`config.mk`:
```
export PLATFORM = sky130hd
export DESIGN_NAME = wb_uart_core
export DESIGN_NICKNAME = d
export VERILOG_FILES = /design/src/rtl/uart_pkg.sv /design/src/rtl/uart_fifo.sv /design/src/rtl/wb_uart_core.sv
export SDC_FILE = /design/constraint.sdc
export NUM_CORES = 1
export LEC_CHECK = 0
export CORE_ASPECT_RATIO = 0.9
export CORE_MARGIN = 2
export CORE_UTILIZATION = 60
export DETAILED_ROUTE_END_ITERATION = 7
export GPL_TIMING_DRIVEN = 0
export PLACE_DENSITY_LB_ADDON = 0.08
export SLEW_MARGIN = 20
export SYNTH_ARGS = -nofsm -noshare
export SYNTH_HDL_FRONTEND = slang
export SYNTH_SLANG_ARGS = --single-unit
```
`constraint.sdc`:
```
create_clock -name CLK_I -period 6 [get_ports CLK_I]
set_input_delay 1.8 -clock CLK_I [delete_from_list [all_inputs] [get_ports CLK_I]]
set_output_delay 1.8 -clock CLK_I [all_outputs]
set_load 0.005 [all_outputs]
```
`src/rtl/uart_pkg.sv`:
```
// Shared definitions for the Wishbone UART slot core.
// Contents: register indices, RD status bit positions and the TX/RX
// state encodings used by wb_uart_core.
package uart_pkg;

    // Word-addressed register indices
    localparam logic [4:0] REG_RD   = 5'd0;
    localparam logic [4:0] REG_DVSR = 5'd1;
    localparam logic [4:0] REG_WR   = 5'd2;
    localparam logic [4:0] REG_RM   = 5'd3;
    localparam logic [4:0] REG_CTRL = 5'd4;

    // Status bit positions inside the RD word
    localparam int BIT_RX_EMPTY  = 8;
    localparam int BIT_TX_FULL   = 9;
    localparam int BIT_OVERRUN   = 10;
    localparam int BIT_FRAME_ERR = 11;
    localparam int BIT_LOOPBACK  = 12;

    typedef enum logic [1:0] {
        TX_IDLE  = 2'd0,
        TX_START = 2'd1,
        TX_DATA  = 2'd2,
        TX_STOP  = 2'd3
    } tx_state_t;

    typedef enum logic [1:0] {
        RX_IDLE  = 2'd0,
        RX_START = 2'd1,
        RX_DATA  = 2'd2,
        RX_STOP  = 2'd3
    } rx_state_t;

endpackage

```
`src/rtl/uart_fifo.sv`:
```
// Synchronous FIFO used for both UART byte queues.
// Ports: clk, rst (sync active-high), push/din, pop/dout (head, no
// read latency), full, empty.
// A push while full is dropped unless a pop happens in the same cycle,
// in which case both take effect; a pop while empty is ignored.
module uart_fifo
    import uart_pkg::*;
#(
    parameter int DW = 8,
    parameter int AW = 4
) (
    input  logic          clk,
    input  logic          rst,
    input  logic          push,
    input  logic          pop,
    input  logic [DW-1:0] din,
    output logic [DW-1:0] dout,
    output logic          full,
    output logic          empty
);

    logic [DW-1:0] mem_q [2**AW];
    logic [AW-1:0] wptr_q, wptr_d;
    logic [AW-1:0] rptr_q, rptr_d;
    logic [AW:0]   cnt_q, cnt_d;
    logic          do_push, do_pop;

    assign full  = cnt_q[AW];
    assign empty = (cnt_q == '0);
    assign dout  = mem_q[rptr_q];

    // Effective push/pop and next pointer/count values
    always_comb begin
        do_pop  = pop & ~empty;
        do_push = push & (~full | do_pop);
        wptr_d  = wptr_q + AW'(do_push);
        rptr_d  = rptr_q + AW'(do_pop);
        cnt_d   = cnt_q + (AW+1)'(do_push) - (AW+1)'(do_pop);
    end

    // Pointer and count registers
    always_ff @(posedge clk) begin
        if (rst) begin
            wptr_q <= '0;
            rptr_q <= '0;
            cnt_q  <= '0;
        end else begin
            wptr_q <= wptr_d;
            rptr_q <= rptr_d;
            cnt_q  <= cnt_d;
        end
    end

    // Storage array; contents need no reset since empty masks them
    always_ff @(posedge clk) begin
        if (do_push) begin
            mem_q[wptr_q] <= din;
        end
    end

endmodule

```
`src/rtl/wb_uart_core.sv`:
```
// Wishbone slave UART core: 8N1 link, programmable baud divisor,
// 16-entry TX/RX FIFOs, sticky overrun/frame error flags.
// Ports: CLK_I, RST_I (sync active-high), CYC_I/STB_I/WE_I/ADDR_I/DAT_I
// bus inputs, DAT_O/ACK_O registered bus outputs, rx serial in, tx serial out.
// Optional feature macro: UART_LOOPBACK_EN (CTRL[0] routes tx to the RX
// FSM and holds the tx pin high; CTRL reads back in RD[12]).
module wb_uart_core
    import uart_pkg::*;
#(
    parameter int FIFO_AW  = 4,
    parameter int DVSR_RST = 53
) (
    input  logic        CLK_I,
    input  logic        RST_I,
    input  logic        CYC_I,
    input  logic        STB_I,
    input  logic        WE_I,
    input  logic [4:0]  ADDR_I,
    input  logic [31:0] DAT_I,
    output logic [31:0] DAT_O,
    output logic        ACK_O,
    input  logic        rx,
    output logic        tx
);

    logic        ack_q, ack_d;
    logic [31:0] dat_q, dat_d;
    logic [10:0] dvsr_q, dvsr_d;
    logic [10:0] cnt_q, cnt_d;
    logic        rx_s1_q, rx_s2_q;
    logic        tx_q, tx_d;
    tx_state_t   tx_state_q, tx_state_d;
    logic [3:0]  tx_s_q, tx_s_d;
    logic [2:0]  tx_n_q, tx_n_d;
    logic [7:0]  tx_b_q, tx_b_d;
    rx_state_t   rx_state_q, rx_state_d;
    logic [3:0]  rx_s_q, rx_s_d;
    logic [2:0]  rx_n_q, rx_n_d;
    logic [7:0]  rx_b_q, rx_b_d;
    logic        ovr_q, ovr_d, ferr_q, ferr_d;
    logic        accept, wr_dvsr, wr_tx, wr_rm, tick, lb, rx_in;
    logic        tx_pop, rx_push, ferr_set, ovr_set;
    logic        txf_full, txf_empty, rxf_full, rxf_empty;
    logic [7:0]  txf_dout, rxf_dout;
    logic [31:0] rd_word;
    logic        dat_unused;

    assign dat_unused = ^DAT_I[31:11];
    assign ACK_O      = ack_q;
    assign DAT_O      = dat_q;
    assign accept     = CYC_I & STB_I & ~ack_q;
    assign wr_dvsr    = accept & WE_I & (ADDR_I == REG_DVSR);
    assign wr_tx      = accept & WE_I & (ADDR_I == REG_WR);
    assign wr_rm      = accept & WE_I & (ADDR_I == REG_RM);
    assign tick       = (cnt_q == dvsr_q);
    // In loopback the receiver listens to the internal line, not the pin
    assign rx_in      = lb ? tx_q : rx_s2_q;

`ifdef UART_LOOPBACK_EN
    logic ctrl_q, ctrl_d, tx_pin_q, tx_pin_d;
    assign lb = ctrl_q;
    assign tx = tx_pin_q;

    // Loopback control register and registered tx pin
    always_comb begin
        ctrl_d   = (accept & WE_I & (ADDR_I == REG_CTRL)) ? DAT_I[0] : ctrl_q;
        tx_pin_d = ctrl_d ? 1'b1 : tx_d;
    end

    // Loopback flops
    always_ff @(posedge CLK_I) begin
        if (RST_I) begin
            ctrl_q   <= 1'b0;
            tx_pin_q <= 1'b1;
        end else begin
            ctrl_q   <= ctrl_d;
            tx_pin_q <= tx_pin_d;
        end
    end
`else
    assign lb = 1'b0;
    assign tx = tx_q;
`endif

    uart_fifo #(.DW(8), .AW(FIFO_AW)) u_tx_fifo (
        .clk(CLK_I), .rst(RST_I), .push(wr_tx), .pop(tx_pop), .din(DAT_I[7:0]),
        .dout(txf_dout), .full(txf_full), .empty(txf_empty)
    );

    uart_fifo #(.DW(8), .AW(FIFO_AW)) u_rx_fifo (
        .clk(CLK_I), .rst(RST_I), .push(rx_push), .pop(wr_rm), .din(rx_b_d),
        .dout(rxf_dout), .full(rxf_full), .empty(rxf_empty)
    );

    // Bus response, divisor, baud tick counter and sticky flags
    always_comb begin
        rd_word = {19'd0, lb, ferr_q, ovr_q, txf_full, rxf_empty,
                   rxf_empty ? 8'd0 : rxf_dout};
        ack_d   = accept;
        dat_d   = (accept & ~WE_I & (ADDR_I == REG_RD)) ? rd_word : 32'd0;
        dvsr_d  = wr_dvsr ? DAT_I[10:0] : dvsr_q;
        if (wr_dvsr | tick) begin
            cnt_d = 11'd0;
        end else begin
            cnt_d = cnt_q + 11'd1;
        end
        // Popping while full in the same cycle makes room, so no overrun
        ovr_set = rx_push & rxf_full & ~wr_rm;
        ovr_d   = ovr_set | (ovr_q & ~wr_rm);
        ferr_d  = ferr_set | (ferr_q & ~wr_rm);
    end

    // Transmit FSM: start, 8 data bits LSB first, stop; 16 ticks per bit
    always_comb begin
        tx_state_d = tx_state_q;
        tx_s_d     = tx_s_q;
        tx_n_d     = tx_n_q;
        tx_b_d     = tx_b_q;
        tx_d       = tx_q;
        tx_pop     = 1'b0;
        case (tx_state_q)
            TX_IDLE: begin
                tx_d = 1'b1;
                if (!txf_empty) begin
                    tx_pop = 1'b1; tx_b_d = txf_dout; tx_s_d = 4'd0;
                    tx_d = 1'b0; tx_state_d = TX_START;
                end else begin
                    tx_state_d = TX_IDLE;
                end
            end
            TX_START: begin
                if (tick && tx_s_q == 4'd15) begin
                    tx_s_d = 4'd0; tx_n_d = 3'd0;
                    tx_d = tx_b_q[0]; tx_state_d = TX_DATA;
                end else if (tick) begin
                    tx_s_d = tx_s_q + 4'd1;
                end else begin
                    tx_s_d = tx_s_q;
                end
            end
            TX_DATA: begin
                if (tick && tx_s_q == 4'd15) begin
                    tx_s_d = 4'd0;
                    tx_b_d = {1'b0, tx_b_q[7:1]};
                    if (tx_n_q == 3'd7) begin
                        tx_d = 1'b1; tx_state_d = TX_STOP;
                    end else begin
                        tx_n_d = tx_n_q + 3'd1; tx_d = tx_b_q[1];
                    end
                end else if (tick) begin
                    tx_s_d = tx_s_q + 4'd1;
                end else begin
                    tx_s_d = tx_s_q;
                end
            end
            TX_STOP: begin
                if (tick && tx_s_q == 4'd15) begin
                    tx_s_d = 4'd0;
                    // Chain straight into the next start bit when data waits
                    if (!txf_empty) begin
                        tx_pop = 1'b1; tx_b_d = txf_dout;
                        tx_d = 1'b0; tx_state_d = TX_START;
                    end else begin
                        tx_d = 1'b1; tx_state_d = TX_IDLE;
                    end
                end else if (tick) begin
                    tx_s_d = tx_s_q + 4'd1;
                end else begin
                    tx_s_d = tx_s_q;
                end
            end
            default: begin
                tx_d = 1'b1; tx_state_d = TX_IDLE;
            end
        endcase
    end

    // Receive FSM: mid-bit sampling after a 7-tick start qualification
    always_comb begin
        rx_state_d = rx_state_q;
        rx_s_d     = rx_s_q;
        rx_n_d     = rx_n_q;
        rx_b_d     = rx_b_q;
        rx_push    = 1'b0;
        ferr_set   = 1'b0;
        case (rx_state_q)
            RX_IDLE: begin
                if (!rx_in) begin
                    rx_s_d = 4'd0; rx_state_d = RX_START;
                end else begin
                    rx_state_d = RX_IDLE;
                end
            end
            RX_START: begin
                if (tick && rx_s_q == 4'd7) begin
                    rx_s_d = 4'd0; rx_n_d = 3'd0;
                    // Line back high at mid start bit means it was a glitch
                    rx_state_d = rx_in ? RX_IDLE : RX_DATA;
                end else if (tick) begin
                    rx_s_d = rx_s_q + 4'd1;
                end else begin
                    rx_s_d = rx_s_q;
                end
            end
            RX_DATA: begin
                if (tick && rx_s_q == 4'd15) begin
                    rx_s_d = 4'd0;
                    rx_b_d = {rx_in, rx_b_q[7:1]};
                    if (rx_n_q == 3'd7) begin
                        rx_state_d = RX_STOP;
                    end else begin
                        rx_n_d = rx_n_q + 3'd1;
                    end
                end else if (tick) begin
                    rx_s_d = rx_s_q + 4'd1;
                end else begin
                    rx_s_d = rx_s_q;
                end
            end
            RX_STOP: begin
                if (tick && rx_s_q == 4'd15) begin
                    rx_s_d = 4'd0; rx_push = 1'b1;
                    ferr_set = ~rx_in; rx_state_d = RX_IDLE;
                end else if (tick) begin
                    rx_s_d = rx_s_q + 4'd1;
                end else begin
                    rx_s_d = rx_s_q;
                end
            end
            default: begin
                rx_state_d = RX_IDLE;
            end
        endcase
    end

    // Core state registers
    always_ff @(posedge CLK_I) begin
        if (RST_I) begin
            ack_q <= 1'b0; dat_q <= 32'd0;
            dvsr_q <= 11'(DVSR_RST); cnt_q <= 11'd0;
            rx_s1_q <= 1'b1; rx_s2_q <= 1'b1; tx_q <= 1'b1;
            tx_state_q <= TX_IDLE; tx_s_q <= 4'd0; tx_n_q <= 3'd0; tx_b_q <= 8'd0;
            rx_state_q <= RX_IDLE; rx_s_q <= 4'd0; rx_n_q <= 3'd0; rx_b_q <= 8'd0;
            ovr_q <= 1'b0; ferr_q <= 1'b0;
        end else begin
            ack_q <= ack_d; dat_q <= dat_d;
            dvsr_q <= dvsr_d; cnt_q <= cnt_d;
            rx_s1_q <= rx; rx_s2_q <= rx_s1_q; tx_q <= tx_d;
            tx_state_q <= tx_state_d; tx_s_q <= tx_s_d; tx_n_q <= tx_n_d; tx_b_q <= tx_b_d;
            rx_state_q <= rx_state_d; rx_s_q <= rx_s_d; rx_n_q <= rx_n_d; rx_b_q <= rx_b_d;
            ovr_q <= ovr_d; ferr_q <= ferr_d;
        end
    end

endmodule

```
======== Yosys cells after proc, flatten, opt, wreduce, memory -nomap -nowiden ========
Memories as Yosys holds them, arrays and structs flattened. A register that Yosys moved wholly into a read port is not among the register bits.
Index checks and enable logic that the tools add are counted.
cells by class
  add/sub/neg operators ................... 13
  equality and inequality tests ........... 28
  muxes and demuxes ....................... 54
  bitwise gates (word level) .............. 30
  reduce and logical (&&, ||, !) cells .... 23
operators by type and width
  cell                                                                    number
  8-bit two-way mux                                                       5
  4-bit two-way mux                                                       8
  2-bit != test (second input constant)                                   12
  8-bit case mux with 3 select lines                                      1
  2-bit two-way mux                                                       9
  3-bit two-way mux                                                       6
  1-bit two-way mux                                                       17
  4-bit by 1-bit adder with 4-bit output                                  4
  1-bit bitwise AND                                                       16
  2-bit case mux with 4 select lines                                      2
  4-bit AND reduction                                                     4
  5-bit logical NOT                                                       3
  3-bit case mux with 2 select lines                                      2
  4-bit case mux with 3 select lines                                      1
  11-bit by 1-bit adder with 11-bit output (second input constant)        1
  11-bit equality test                                                    1
  5-bit by 1-bit adder with 5-bit output                                  2
  5-bit by 2-bit equality test with 1-bit output (second input constant)  2
  5-bit by 1-bit subtractor with 5-bit output                             2
  1-bit NOT                                                               9
  4-bit by 1-bit adder with 4-bit output (second input constant)          2
  2-bit equality test (second input constant)                             4
  4-bit equality test (second input constant)                             2
  4-bit case mux with 2 select lines                                      1
  17 further kinds                                                        32
storage, ports and cells
  register bits ........................... 112
  bits in writable memories ............... 256
  input bits .............................. 43
  output and inout bits ................... 34
  word-level logic and storage cells ...... 174
  memories kept ........................... 2
memory list
  name             depth  bits a word  rd ports  clocked after memory_dff  wr ports  line             text
  u_rx_fifo.mem_q  16     8            1         1                         1         uart_fifo.sv:22  logic [DW-1:0] mem_q [2**AW];
  u_tx_fifo.mem_q  16     8            1         1                         1         uart_fifo.sv:22

======== Longest topological paths before layout ========
  word-level depth ........................ 9
  depth in mapped cells ................... 16
  gate-level depth less buffers ........... 15

======== Cells and area by module ========
From an unflattened synthesis, not the netlist that was laid out.
unflattened totals
  cell total of the unflattened synthesis .. 990
  area, all modules ....................... 15018.2 um^2
modules (own cells, without submodules)
  module        instances  cells an instance  area an instance (um^2)  seq. area each (um^2)
  uart_fifo     2          289                5634.2                   4103.9
  wb_uart_core  1          412                3749.8                   1481.4

======== Least setup slack after synthesis ========
Ideal clock, no wire load.
  kind .................................... input port to flip-flop
  from .................................... input port ADDR_I[3]
  to ...................................... memory u_rx_fifo.mem_q[1][0], enable pin
  library setup time ...................... 395 ps
  data arrival time ....................... 3725 ps
  data required time ...................... 5605 ps
  slack ................................... 1881 ps
  stages on the path ...................... 5
  path buffers ............................ 1
  path through ............................ nor4_2 -> nand4_1 -> a211o_1 -> buf_6 -> nor4_1
between the ends
  cells in the longest elaborated chain, start to end .. 7
ends and longest elaborated chain
  item                                            line                text
  start, declared                                 wb_uart_core.sv:18  input logic [4:0] ADDR_I,
  5-bit by 2-bit equality test with 1-bit output  wb_uart_core.sv:54  assign wr_rm = accept & WE_I & (ADDR_I == REG_RM);
  1-bit bitwise AND                               wb_uart_core.sv:54
  1-bit bitwise AND                               uart_fifo.sv:34     do_pop = pop & ~empty;
  1-bit OR                                        uart_fifo.sv:35     do_push = push & (~full | do_pop);
  1-bit bitwise AND                               uart_fifo.sv:35
  1-bit two-way mux                               uart_fifo.sv:56     if (do_push) begin
  1-bit two-way mux (implied by the code)         uart_fifo.sv:57     mem_q[wptr_q] <= din;
  end, declared                                   uart_fifo.sv:22
No other way between the ends.

======== Worst setup path in the final report ========
  from .................................... input port STB_I
  to ...................................... register u_tx_fifo.cnt_q[4]
between the ends
  cells in the longest elaborated chain, start to end .. 7
ends and longest elaborated chain
  item                                         line                text
  start, declared                              wb_uart_core.sv:16  input logic STB_I,
  1-bit bitwise AND (2 in a row)               wb_uart_core.sv:51  assign accept = CYC_I & STB_I & ~ack_q;
  1-bit bitwise AND (2 in a row)               wb_uart_core.sv:53  assign wr_tx = accept & WE_I & (ADDR_I == REG_WR);
  1-bit bitwise AND                            uart_fifo.sv:35
  5-bit by 1-bit adder with 5-bit output       uart_fifo.sv:38     cnt_d = cnt_q + (AW+1)'(do_push) - (AW+1)'(do_pop);
  5-bit by 1-bit subtractor with 5-bit output  uart_fifo.sv:38
  end signal, assigned                         uart_fifo.sv:50     cnt_q <= cnt_d;
  end, declared                                uart_fifo.sv:25     logic [AW:0] cnt_q, cnt_d;
No other way between the ends.
A chain may end at the register's enable or synchronous reset.

==> results.txt <==
----------------------------------------------------
[Routing]
  Total Routed Length ... 30530 um
  Routed via count ... 8788
  Average detailed-routed wire length per instance ... 20.95 um
  DR pass1 iterations ... 5
  DR iter-0 viols ... 617
  Vias per cell ... 6.032
  Post-detailed-route count of antenna-violating nets ... 0
  Residual DRC count ... 0

[Outcome]
  Run status ... completed

[STA]
  Max-slew violation count ... 0
  Achievable Freq ... 215.0 MHz
  Rel. slew slack ... approximately 30%
  Post-layout min period ... around 4.7 ns
  Number of endpoints failing setup at the final stage ... 0
  Fin crit share ... between 70% and 80%
  Final hold violation count ... 0
  Setup repair after global routing missed its margin ... no
  Clock skew after layout ... 0.01617 ns
  Final total negative setup slack ... 0 ns
  Actual transition at the worst max-transition pin ... 1.044 ns

[Clocking]
  TritonCTS Buffers ... 37
  CTS tree ... yes
  Cts-stage hold buffer count ... 0
  CTS max path bufs ... 3
  Buffers inserted during post-CTS setup optimization ... 0
  Clock latency reported for the late side of the worst-skew pair ... between 0.5 and 0.6 ns
  Gates resized, CTS repair ... 0
  CTS HTree Levels ... 2
  CTS root buffer ... sky130_fd_sc_hd__clkbuf_16
  CTS sink cnt ... 356
  Clock-pin slew on the worst setup and hold paths ... roughly 0.060 ns

[Synth]
  Gate count after technology mapping ... 1016
  Area share of and/or/nand/nor cells after synthesis ... 9.696%
  Fraction of registers with async set or reset after synthesis ... 0%
  EDFF count, synth ... between 200 and 300
  Synthesized area ... 14840 um^2
  Avg Inst Size Synth ... about 15 um^2
  Share of synthesized cell area in full adder, half adder and majority cells ... 3.052%
  Synthesis-stage register bit count ... 356
  Count of synthesis-stage warnings from yosys ... 0
  Library cells used by synthesis ... 64
  Main flop type after synthesis ... sky130_fd_sc_hd__edfxtp_1
  Mux contribution to synthesized area ... 11.03%
  Share of the synthesized netlist area taken by xor and xnor gates ... 2.158%
  Compound-gate portion of the synthesized area ... 5.463%
  Sequential cell area fraction in the yosys report ... 65.29%
  Dominant combinational cell family by area after synthesis ... multiplexers

[Power and ir drop]
  PD cells ... 331.2 nW/um^2
  Leak pwr ... 5.784 nW
  Peak supply drop ... 0.2366 mV

[Layout]
  Ant. Diodes ... 0
  Non-Filler Cell Area, Final ... between 15000 and 20000 um^2
  Nets ... 1199
  Combined flip-flop and latch cell area ... approximately 9700 um^2
  Share of final-layout standard cells stronger than drive strength 1 ... 18.89%
  Layout filler cell count ... 1647
  Multi-input gate area ... 4906 um^2
  Most common library cell in the layout ignoring fill and taps ... sky130_fd_sc_hd__edfxtp_1
  Most used cells in the layout excluding fill and tap cells ... 256 x sky130_fd_sc_hd__edfxtp_1, 100 x sky130_fd_sc_hd__dfxtp_1, 63 x sky130_fd_sc_hd__nand2_1, 56 x sky130_fd_sc_hd__nor2_1, 55 x sky130_fd_sc_hd__mux4_2
  Syn-to-layout area delta ... 14.78%

[Worst setup path]
  Critical path launch point type ... input pin
  Endpoint of the most critical register-to-register path ... u_tx_fifo.cnt_q[4]$_SDFF_PP0_
  Cell mode on critical path ... sky130_fd_sc_hd__inv_1
  R2r startpoint ... tx_s_q[0]$_SDFFE_PP0P_
  Slack of the worst reg-to-reg path ... 2.26 ns
  Logic depth of the worst register-to-register path ... 15
  Worst-path fanout max ... 10
  Max stage delay on crit path ... around 0.52 ns
  Slowest cell on the critical path ... sky130_fd_sc_hd__clkdlybuf4s50_1
  Cells along the critical path ... clkdlybuf4s50_1, nand3b_4, nor4_2, and3_1, o21ai_1, buf_2, inv_1, ha_1, inv_1, fa_1, inv_1, a21oi_1, nor2_1, or3_1, a21oi_1
  Data required time of the critical path ... 6.37 ns
  Crit end category ... register
  Signal arrival time at the worst endpoint ... slightly above 5 ns
  Setup Crit Path Kind ... in -> reg
  Startpoint of the most critical setup path ... STB_I

[Global route]
  Total grt overflow ... 0
  First-pass GRT wire length ... approximately 48000 um
  Number of antenna violations at the first check in global routing ... 1
  Global-route total usage across every layer ... approximately 24%
  Pin count of the biggest net entering global routing ... 18
  Number of global-route vias before repair ... 8612

[Die]
  Vertical die dimension ... 153.2 um
  Boundary Pins ... 77
  Total number of placement rows ... 54
  Initial Utilization ... about three fifths
  Area of the core ... 24260 um^2
  Overall die width ... 169.8 um
  Die Outline Area ... 26010 um^2

[Hold path]
  Cell count of the worst hold path ... 1
  Hold Startpoint ... rx_s1_q$_SDFF_PP1_
  End point of the worst hold path ... rx_in$_SDFF_PP1_
  HP Class ... reg -> reg

[Flow run]
  Max Cap Viol ... 0

[Place]
  Port bufs ... 35
  Gpl congestion ... 0.8863
  Half-perimeter wire length after detailed placement ... 21070 um
  Post-DP Area ... 15870 um^2

----------------------------------------------------
==> registers in the layout (all words and copies together) (netlist names), 2 cells and up, named ones only <==
| register | flops |
|---|---|
| u_rx_fifo.mem_q | 128 |
| u_tx_fifo.mem_q | 128 |
| DAT_O | 12 |
| cnt_q | 11 |
| dvsr_q | 11 |
| rx_b_q | 8 |
| tx_b_q | 8 |
| u_rx_fifo.cnt_q | 5 |
| u_tx_fifo.cnt_q | 5 |
| rx_s_q | 4 |
| tx_s_q | 4 |
| u_rx_fifo.rptr_q | 4 |
| u_rx_fifo.wptr_q | 4 |
| u_tx_fifo.rptr_q | 4 |
| u_tx_fifo.wptr_q | 4 |
| rx_n_q | 3 |
| tx_n_q | 3 |
| tx_state_q | 2 |
==> cell usage after synthesis, types with 4 or more instances <==
cell type	n	share of area, %
sky130_fd_sc_hd__ha_1	33	2.8
sky130_fd_sc_hd__nor4_2	4	0.34
sky130_fd_sc_hd__a21oi_1	27	0.91
sky130_fd_sc_hd__mux2i_1	24	1.6
sky130_fd_sc_hd__clkbuf_1	23	0.58
sky130_fd_sc_hd__o22ai_1	6	0.25
sky130_fd_sc_hd__a31oi_1	7	0.30
sky130_fd_sc_hd__nand2b_1	10	0.42
sky130_fd_sc_hd__dfxtp_1	100	13
sky130_fd_sc_hd__buf_1	7	0.18
sky130_fd_sc_hd__nor2b_1	24	1.0
sky130_fd_sc_hd__buf_4	23	1.2
sky130_fd_sc_hd__xnor2_1	15	0.89
sky130_fd_sc_hd__inv_1	31	0.78
sky130_fd_sc_hd__mux2_2	14	1.1
sky130_fd_sc_hd__nand3_1	28	0.94
sky130_fd_sc_hd__nand4_1	13	0.55
sky130_fd_sc_hd__mux4_2	55	8.3
sky130_fd_sc_hd__o2bb2ai_1	8	0.47
sky130_fd_sc_hd__a211oi_1	19	0.96
sky130_fd_sc_hd__buf_2	12	0.40
sky130_fd_sc_hd__nor4_1	18	0.76
sky130_fd_sc_hd__and3_1	9	0.38
sky130_fd_sc_hd__xor2_1	16	0.94
sky130_fd_sc_hd__a221oi_1	6	0.35
sky130_fd_sc_hd__o21ai_0	19	0.64
sky130_fd_sc_hd__edfxtp_1	256	52
sky130_fd_sc_hd__or3_1	4	0.17
sky130_fd_sc_hd__o211ai_1	5	0.25
sky130_fd_sc_hd__nand2_1	63	1.6
sky130_fd_sc_hd__nor3_1	30	1.0
sky130_fd_sc_hd__or2_2	4	0.17
sky130_fd_sc_hd__nor2_1	56	1.4
==> worst max path at each step <==
stage                                       endpoint  slack (ns)  cells past startpoint
floorplan            u_rx_fifo.mem_q[1][0]$_DFFE_PP_        1.88                      5
global placement     u_rx_fifo.mem_q[1][4]$_DFFE_PP_        0.34                      7
detailed placement  u_tx_fifo.mem_q[11][5]$_DFFE_PP_        0.74                      7
CTS                 u_tx_fifo.mem_q[11][5]$_DFFE_PP_        1.27                      7
global route           u_tx_fifo.cnt_q[4]$_SDFF_PP0_        1.05                     15
finish                 u_tx_fifo.cnt_q[4]$_SDFF_PP0_        1.35                     15
==> metrics by stage <==
step | hold slack [ns] | total power [mW] | std cells | utilization, % | setup WS (ns)
after floorplan | 0.3895 | 3.316 | 1035 | - | 1.881
after CTS | 0.4116 | 5.667 | 1457 | 70.16 | 1.272
after global routing | 0.4321 | 5.861 | 1457 | 70.23 | 1.047
after global placement | 0.3928 | 3.507 | 1378 | 64.51 | 0.3377
after detailed placement | 0.3971 | 3.521 | 1390 | 65.41 | 0.7414
final | 0.4082 | 5.642 | 1457 | 70.23 | 1.349
==> routing by layer <==
metal | up-vias | share of wire, % | GRT usage [%]
met5 | - | 0 | 0
met4 | 0 | 1.8 | 6.390
met3 | 45 | 6.0 | 4.376
met2 | 281 | 47 | 38.06
met1 | 4396 | 45 | 35.29
li1 | 4066 | - | -
==> worst max-delay path, delay by kind of cell <==
family	cells	cell delay, ns
buffers and inverters	5	1.13
AND/OR/NAND/NOR	5	1.02
adder cells (fa/ha/maj)	2	0.61
AO/OA/AOI/OAI	3	0.47
==> cell type report <==
type                       instances  area share [%]
tap                              308           2.262
clock inverter                    13          0.5950
timing repair buffer              47           2.424
inverter                          32          0.7052
buffer                            67           2.160
multi-input combinational        580           28.80
clock buffer                      54           6.170
sequential                       356           56.88
==> power by group <==
| part | switching (mW) | internal, mW |
|---|---|---|
| Sequential | 0.0508 | 2.67 |
| Clock | 0.897 | 1.26 |
| Combinational | 0.418 | 0.340 |
==> cells by family (layout without fill, tap and decap cells) <==
| logic type | count (synthesis) | count (layout) |
|---|---|---|
| DFF | 356 | 356 |
| and+or+nand+nor | 278 | 278 |
| AOI/OAI and AO/OA | 120 | 120 |
| buffers and inverters | 99 | 213 |
| muxes | 93 | 93 |
| adders and majority gates | 35 | 35 |
| xor gates and xnor gates | 34 | 34 |
| other | 1 | 20 |
(Power assumes the default switching activity.)
